[src/rtl/dds_seq_pkg.sv]
// Shared definitions for the DDS table-load sequencer: FSM encoding, table
// addresses, control-register bit positions and the tone-count legality check.
package dds_seq_pkg;

   typedef logic [2:0] state_t;

   localparam state_t S_IDLE = 3'd0;
   localparam state_t S_SRST = 3'd1;
   localparam state_t S_LOAD = 3'd2;
   localparam state_t S_WR_T = 3'd3;
   localparam state_t S_WR_D = 3'd4;
   localparam state_t S_WR_A = 3'd5;
   localparam state_t S_RUN  = 3'd6;

   localparam logic [31:0] ADDR_THETAS = 32'd0;
   localparam logic [31:0] ADDR_DELTAS = 32'd1;
   localparam logic [31:0] ADDR_AMPLS  = 32'd2;

   localparam int CTRL_SRST_BIT  = 0;
   localparam int CTRL_START_BIT = 1;

   // The DDS core only supports these table lengths
   function automatic logic num_tones_legal(input logic [8:0] n);
      case (n)
         9'd1, 9'd8, 9'd16, 9'd32, 9'd64, 9'd128, 9'd256: return 1'b1;
         default:                                          return 1'b0;
      endcase
   endfunction

endpackage

[src/rtl/dds_seq_tick.sv]
// Sample divider: counts 0..div_i-1 while enabled and pulses on the last count.
// Counter is held at 0 while disabled so the first pulse comes div_i cycles in.
module dds_seq_tick #(
   parameter int CNT_WIDTH = 32
) (
   input  logic                 clk,
   input  logic                 a_rst_n,
   input  logic                 en_i,
   input  logic [CNT_WIDTH-1:0] div_i,
   output logic                 pulse_o
);

   logic [CNT_WIDTH-1:0] cnt_q, cnt_d;
   logic                 last;

   assign last    = (cnt_q == div_i - CNT_WIDTH'(1));
   assign pulse_o = en_i && last;

   always_comb begin
      cnt_d = '0;
      if (en_i && !last) cnt_d = cnt_q + CNT_WIDTH'(1);
   end

   always_ff @(posedge clk or negedge a_rst_n) begin
      if (!a_rst_n) cnt_q <= '0;
      else          cnt_q <= cnt_d;
   end

endmodule

[src/rtl/dds_seq.sv]
// DDS table-load sequencer: soft-resets the DDS, writes theta/delta/ampl per tone,
// then runs the sample divider. Optional burst mode under DDS_SEQ_BURST_EN.
module dds_seq
   import dds_seq_pkg::*;
#(
   parameter int SIG_WIDTH = 16,
   parameter int CNT_WIDTH = 32
) (
   input  logic                 clk,
   input  logic                 a_rst_n,
   input  logic                 cfg_start,
   input  logic                 cfg_stop,
   input  logic [8:0]           cfg_num_tones,
   input  logic [CNT_WIDTH-1:0] cfg_clk_div,
`ifdef DDS_SEQ_BURST_EN
   input  logic [CNT_WIDTH-1:0] cfg_burst_len,
`endif
   input  logic                 tone_valid,
   output logic                 tone_ready,
   input  logic [SIG_WIDTH-1:0] tone_theta,
   input  logic [SIG_WIDTH-1:0] tone_delta,
   input  logic [SIG_WIDTH-1:0] tone_ampl,
   output logic [31:0]          o_dds_addrs,
   output logic                 o_dds_write,
   output logic [31:0]          o_dds_thetas_reg,
   output logic [31:0]          o_dds_deltas_reg,
   output logic [31:0]          o_dds_ampls_reg,
   output logic [31:0]          o_dds_ctrl_reg,
   output logic [31:0]          o_dds_lngth_reg,
   output logic [31:0]          o_dds_clk_div_reg,
   output logic                 o_dds_sample_en,
   output logic                 o_busy,
   output logic                 o_running,
   output logic                 o_err
);

   localparam int CW1 = CNT_WIDTH + 1;

   state_t               state_q, state_d;
   logic [8:0]           tone_cnt_q, tone_cnt_d;
   logic [8:0]           num_tones_q;
   logic [CNT_WIDTH-1:0] clk_div_q;
   logic [SIG_WIDTH-1:0] theta_q, delta_q, ampl_q;
   logic                 err_q, err_d;
   logic                 start_cmd, cfg_legal, latch_cfg, capture;
   logic                 tick, burst_done;
   logic [CW1-1:0]       min_div;

   // Stop wins over a simultaneous start
   assign start_cmd = cfg_start && !cfg_stop;
   assign min_div   = CW1'(cfg_num_tones) + CW1'(4);
   assign cfg_legal = num_tones_legal(cfg_num_tones) && ({1'b0, cfg_clk_div} >= min_div);
   assign latch_cfg = (state_q == S_IDLE) && start_cmd && cfg_legal;
   assign capture   = (state_q == S_LOAD) && tone_valid;

`ifdef DDS_SEQ_BURST_EN
   logic [CNT_WIDTH-1:0] burst_q, burst_cnt_q;

   assign burst_done = tick && (burst_q != '0) && (burst_cnt_q + CNT_WIDTH'(1) == burst_q);

   always_ff @(posedge clk or negedge a_rst_n) begin
      if (!a_rst_n) begin
         burst_q     <= '0;
         burst_cnt_q <= '0;
      end else begin
         if (latch_cfg) burst_q <= cfg_burst_len;
         if (state_q != S_RUN) burst_cnt_q <= '0;
         else if (tick)        burst_cnt_q <= burst_cnt_q + CNT_WIDTH'(1);
      end
   end
`else
   assign burst_done = 1'b0;
`endif

   always_comb begin
      state_d    = state_q;
      tone_cnt_d = tone_cnt_q;
      err_d      = err_q;
      case (state_q)
         S_IDLE: begin
            tone_cnt_d = '0;
            if (start_cmd) begin
               err_d = !cfg_legal;
               if (cfg_legal) state_d = S_SRST;
            end
         end
         S_SRST: state_d = S_LOAD;
         S_LOAD: if (tone_valid) state_d = S_WR_T;
         S_WR_T: state_d = S_WR_D;
         S_WR_D: state_d = S_WR_A;
         S_WR_A: begin
            tone_cnt_d = tone_cnt_q + 9'd1;
            state_d    = (tone_cnt_d == num_tones_q) ? S_RUN : S_LOAD;
         end
         S_RUN:   if (burst_done) state_d = S_IDLE;
         default: state_d = S_IDLE;
      endcase
      if (cfg_stop && state_q != S_IDLE) state_d = S_IDLE;
   end

   always_ff @(posedge clk or negedge a_rst_n) begin
      if (!a_rst_n) begin
         state_q     <= S_IDLE;
         tone_cnt_q  <= '0;
         num_tones_q <= '0;
         clk_div_q   <= '0;
         theta_q     <= '0;
         delta_q     <= '0;
         ampl_q      <= '0;
         err_q       <= 1'b0;
      end else begin
         state_q    <= state_d;
         tone_cnt_q <= tone_cnt_d;
         err_q      <= err_d;
         if (latch_cfg) begin
            num_tones_q <= cfg_num_tones;
            clk_div_q   <= cfg_clk_div;
         end
         if (capture) begin
            theta_q <= tone_theta;
            delta_q <= tone_delta;
            ampl_q  <= tone_ampl;
         end
      end
   end

   dds_seq_tick #(.CNT_WIDTH(CNT_WIDTH)) u_tick (
      .clk     (clk),
      .a_rst_n (a_rst_n),
      .en_i    (state_q == S_RUN),
      .div_i   (clk_div_q),
      .pulse_o (tick)
   );

   // Data ports carry a field only during its write cycle, zero otherwise
   always_comb begin
      o_dds_addrs      = '0;
      o_dds_thetas_reg = '0;
      o_dds_deltas_reg = '0;
      o_dds_ampls_reg  = '0;
      o_dds_ctrl_reg   = '0;
      case (state_q)
         S_WR_T: begin
            o_dds_addrs      = ADDR_THETAS;
            o_dds_thetas_reg = 32'($signed(theta_q));
         end
         S_WR_D: begin
            o_dds_addrs      = ADDR_DELTAS;
            o_dds_deltas_reg = 32'($signed(delta_q));
         end
         S_WR_A: begin
            o_dds_addrs     = ADDR_AMPLS;
            o_dds_ampls_reg = 32'($signed(ampl_q));
         end
         default: ;
      endcase
      o_dds_ctrl_reg[CTRL_SRST_BIT]  = (state_q == S_SRST);
      o_dds_ctrl_reg[CTRL_START_BIT] = (state_q == S_RUN);
   end

   assign tone_ready        = (state_q == S_LOAD);
   assign o_dds_write       = (state_q == S_WR_T) || (state_q == S_WR_D) || (state_q == S_WR_A);
   assign o_dds_lngth_reg   = 32'(num_tones_q);
   assign o_dds_clk_div_reg = 32'(clk_div_q);
   assign o_dds_sample_en   = tick;
   assign o_busy            = (state_q != S_IDLE);
   assign o_running         = (state_q == S_RUN);
   assign o_err             = err_q;

endmodule

[config.mk]
export PLATFORM = sky130hd
export DESIGN_NAME = dds_seq
export DESIGN_NICKNAME = d
export VERILOG_FILES = /design/src/rtl/dds_seq_pkg.sv /design/src/rtl/dds_seq_tick.sv /design/src/rtl/dds_seq.sv
export SDC_FILE = /design/constraint.sdc
export NUM_CORES = 1
export LEC_CHECK = 0
export ABC_AREA = 1
export BUFFER_PORTS_ARGS = -buffer_cell sky130_fd_sc_hd__buf_4
export CORE_UTILIZATION = 52
export DETAILED_ROUTE_END_ITERATION = 7
export GPL_TIMING_DRIVEN = 0
export PLACE_DENSITY_LB_ADDON = 0.1
export SLEW_MARGIN = 30
export SYNTH_ARGS = -nofsm -noshare
export SYNTH_HDL_FRONTEND = slang
export SYNTH_HIERARCHICAL = 1
export SYNTH_SLANG_ARGS = --single-unit
export TNS_END_PERCENT = 20
[constraint.sdc]
create_clock -name clk -period 2.5 [get_ports clk]
set_clock_uncertainty 0.05 [all_clocks]
set_input_delay 0.25 -clock clk [delete_from_list [all_inputs] [get_ports clk]]
set_output_delay 0.25 -clock clk [all_outputs]
set_load 0.02 [all_outputs]
==> run summary <==
status: finished with violations
failing checks: setup timing
Vert. Die Dim: 137.9 µm
dpl hpwl: 22.10 mm
VDD IR max: 781.0 µV
die width: 137.9 µm
I/O pin count: 324
TritonCTS Buffers: 17
Vias/cell: 4.821
DR iter-0 viols: 406
Worst Tran Pin Value: 0.6989 ns
Final Cycle Share: 108.8%
Final #Nets: 1,825
Comb power frac: 49.1%
Rel. slew slack: 53.24%
vias in the first global route: 8,932
RSZ-0062 raised after global routing: true
CP Class: reg2out
initial antenna violation count: 0
post-route antenna net violation count: 0
vias post-DR: 9,435
TritonCTS Sinks: 134
Sw Share: 42.42%
Post-synth ARST share: 100.0%
Setup crit end kind: output port
Post-DP Area: 12,030 µm²
maximum number of pins on one net before global-route repair: 76
Unique masters post-synth: 41
post-DR wirelength/cell: 14.52 µm
Fill cells: 1,513
Bufs on Longest Clock Path: 2
CTS tree: yes
Row Count: 49
area grow syn2layout: 36.59%
design area: 13,110 µm²
yosys warns: 6
Critical Path AT: 2.42 ns
max-slew violations: 0
Final Hold Vio Count: 0
endpoints failing setup: 2
Residual DRC: 0
layout cells sized above 1: 33.85%
Post-Syn Area: 9599 µm²
Routed WL: 28.42 mm
leakage power: 0.007165 µW
Reg clk slew, reported paths: 0.06 ns
RD Place Congestion: 0.9622
FF+latch count, synth: 134
GRT overflow: 0
core box area: 18,020 µm²
H-Tree Depth: 4
Hold Crit Class: in2reg
max frequency: 0.3678 GHz
Inserted Diodes: 0
crit path max fanout: 5
CTS root buf: clkbuf_16
drt pass-1 iters: 5
Max-cap violations: 0
min cycle time layout: 2.719 ns
CP Launch Type: register
Clk pwr share: 21.6%
Seq pwr share: 29.2%
Buffers on Ports: 240
Starting Density: 53.26%
EDFF count, synth: 0
Post-synth top flop: dfrtp_1
P per Cell Area: 943.7 nW/µm²
internal power: 7125 µW
sequential share of the synthesized area: 34.93%
Avg Synthesized Cell Area: 7.153 µm²
sw power: 5248 µW
Setup Slack @ Placement: -0.2078 ns
later-pin clock latency in the skew report: 0.42 ns
Syn Inst Count: 1,342
setup ws final: -0.2190 ns
WP data required: 2.20 ns
Die Footprint: 19,010 µm²
global-route wire length before repair: 44.32 mm
GRT Overall Usage: 30.66%
final timing paths:
path / start / to / slack, ns / depth (start not counted)
setup / recovery: o_dds_clk_div_reg[1] / o_dds_sample_en / -0.22 / 12
hold / removal: tone_theta[7] / theta_q[7] / 0.03 / 3
setup reg to reg: o_dds_clk_div_reg[1] / u_tick/cnt_q[22] / 0 / 15
hold reg to reg: o_err / o_err / 0.45 / 1
max in group asynchronous: a_rst_n / o_dds_clk_div_reg[20] / 1.36 / 3
min in group asynchronous: a_rst_n / num_tones_q[2] / 0.33 / 2
power groups by stage:
stage	sequential [µW]	combinational, µW	clock, µW
after floorplan	3790	3250	0
after global placement	3600	5210	0
after detailed placement	3620	5310	0
after CTS	3590	5840	2700
after global routing	3710	6710	2800
final	3620	6080	2680
cell usage in the layout (no fill, tap or decap), drive strengths merged:
cell type      n
buf          423
nand2        276
nor2         261
inv          189
dfrtp        134
conb          83
o21ai         60
a21oi         57
nand3         45
xor2          40
clkbuf        28
nand4         26
xnor2         24
nor3          21
ha            16
nand3b         8
o22ai          6
o21bai         5
bufinv         4
nor4           4
clkinv         3
and3           3
o21a           2
clkinvlp       2
and2           2
a31oi          1
a22oi          1
o211ai         1
dlygate4sd3    1
xnor3          1
or2            1
synthesized netlist by cell type (2+ instances only):
library cell    n  area (µm²)
ha_1           16       200.2
buf_6           8       90.09
o22ai_1         6       37.54
buf_4         137        1028
o21ai_2        40       350.3
o21bai_1        5       37.54
nor3_1         20       100.1
o21ai_1         8       40.04
buf_2           5       25.02
o21a_1          2       15.01
nand2_2         4       25.02
xnor2_1        24       210.2
nor4_1          4       25.02
o21ai_0        12       60.06
clkbuf_1        8       30.03
nand2_1       272        1021
nor2_2          7       43.79
a21oi_1        57       285.3
inv_2          20       75.07
nand3_1        43       215.2
and3_1          3       18.77
xor2_1         40       350.3
nor2_4          6       67.56
dfrtp_1       134        3353
nand3b_1        8       60.06
nor2_1        248       930.9
inv_1         167       626.9
nand4_1        25       156.4
per-layer routing:
| metal | global-route usage [%] | share of wire [%] | up-vias | wire length, µm |
|---|---|---|---|---|
| met2 | 51.72 | 50 | 341 | 14240 |
| li1 | - | - | 4705 | - |
| met1 | 35.89 | 39 | 4328 | 10980 |
| met4 | 12.74 | 2.9 | 0 | 812 |
| met5 | 0 | 0 | - | 0 |
| met3 | 9.722 | 8.4 | 61 | 2385 |
worst max-delay path, cell delays in order, from the launching register on:
cell,delay [ns]
dfrtp_1,0.42
nor2_2,0.14
nand2_2,0.10
buf_4,0.15
nor2_4,0.17
buf_6,0.15
nand3b_1,0.07
nand2_1,0.13
and3_4,0.19
and3_1,0.16
nand2_1,0.06
nor3_2,0.10
buf_4,0.16
cell families after synthesis:
family	share of synthesized area (%)
buffers and inverters	19.58
DFF	34.93
xor gates and xnor gates	6.074
other	0.03907
adders and majority gates	2.085
and+or+nand+nor	28.47
AOI/OAI and AO/OA	8.824
cell type report:
| class | count | area (µm²) | area share, % |
|---|---|---|---|
| clock inverters | 11 | 171.4 | 1.307 |
| clock buffers | 21 | 460.4 | 3.512 |
| inverters | 187 | 701.9 | 5.354 |
| plain buffers | 158 | 1181 | 9.008 |
| well taps | 229 | 286.5 | 2.185 |
| multi-input cells | 944 | 4850 | 36.99 |
| repair buffers | 273 | 2091 | 15.95 |
| flip-flops and latches | 134 | 3369 | 25.70 |
stage by stage:
stage,setup TNS [ns],util [%],power [µW],instances,hold slack (ns)
floorplan,-0.002900,-,7041,1424,-0.09559
global placement,-10.53,66.56,8804,1893,0.4275
detailed placement,-14.48,66.76,8923,1894,0.2103
CTS,-0.1653,72.11,12130,1947,0.01937
global route,-7.416,72.74,13220,1957,0.02292
finish,-0.2195,72.74,12370,1957,0.03241
timing repair:
action,in CTS,in global routing
hold buffers,1,0
resized for setup,51,16
setup endpoints to repair,83,76
endpoints found under the hold margin,74,0
pin swaps,10,16
setup buffers,20,9
cloned,1,1
Note: power is estimated with default switching activity, not from simulation.
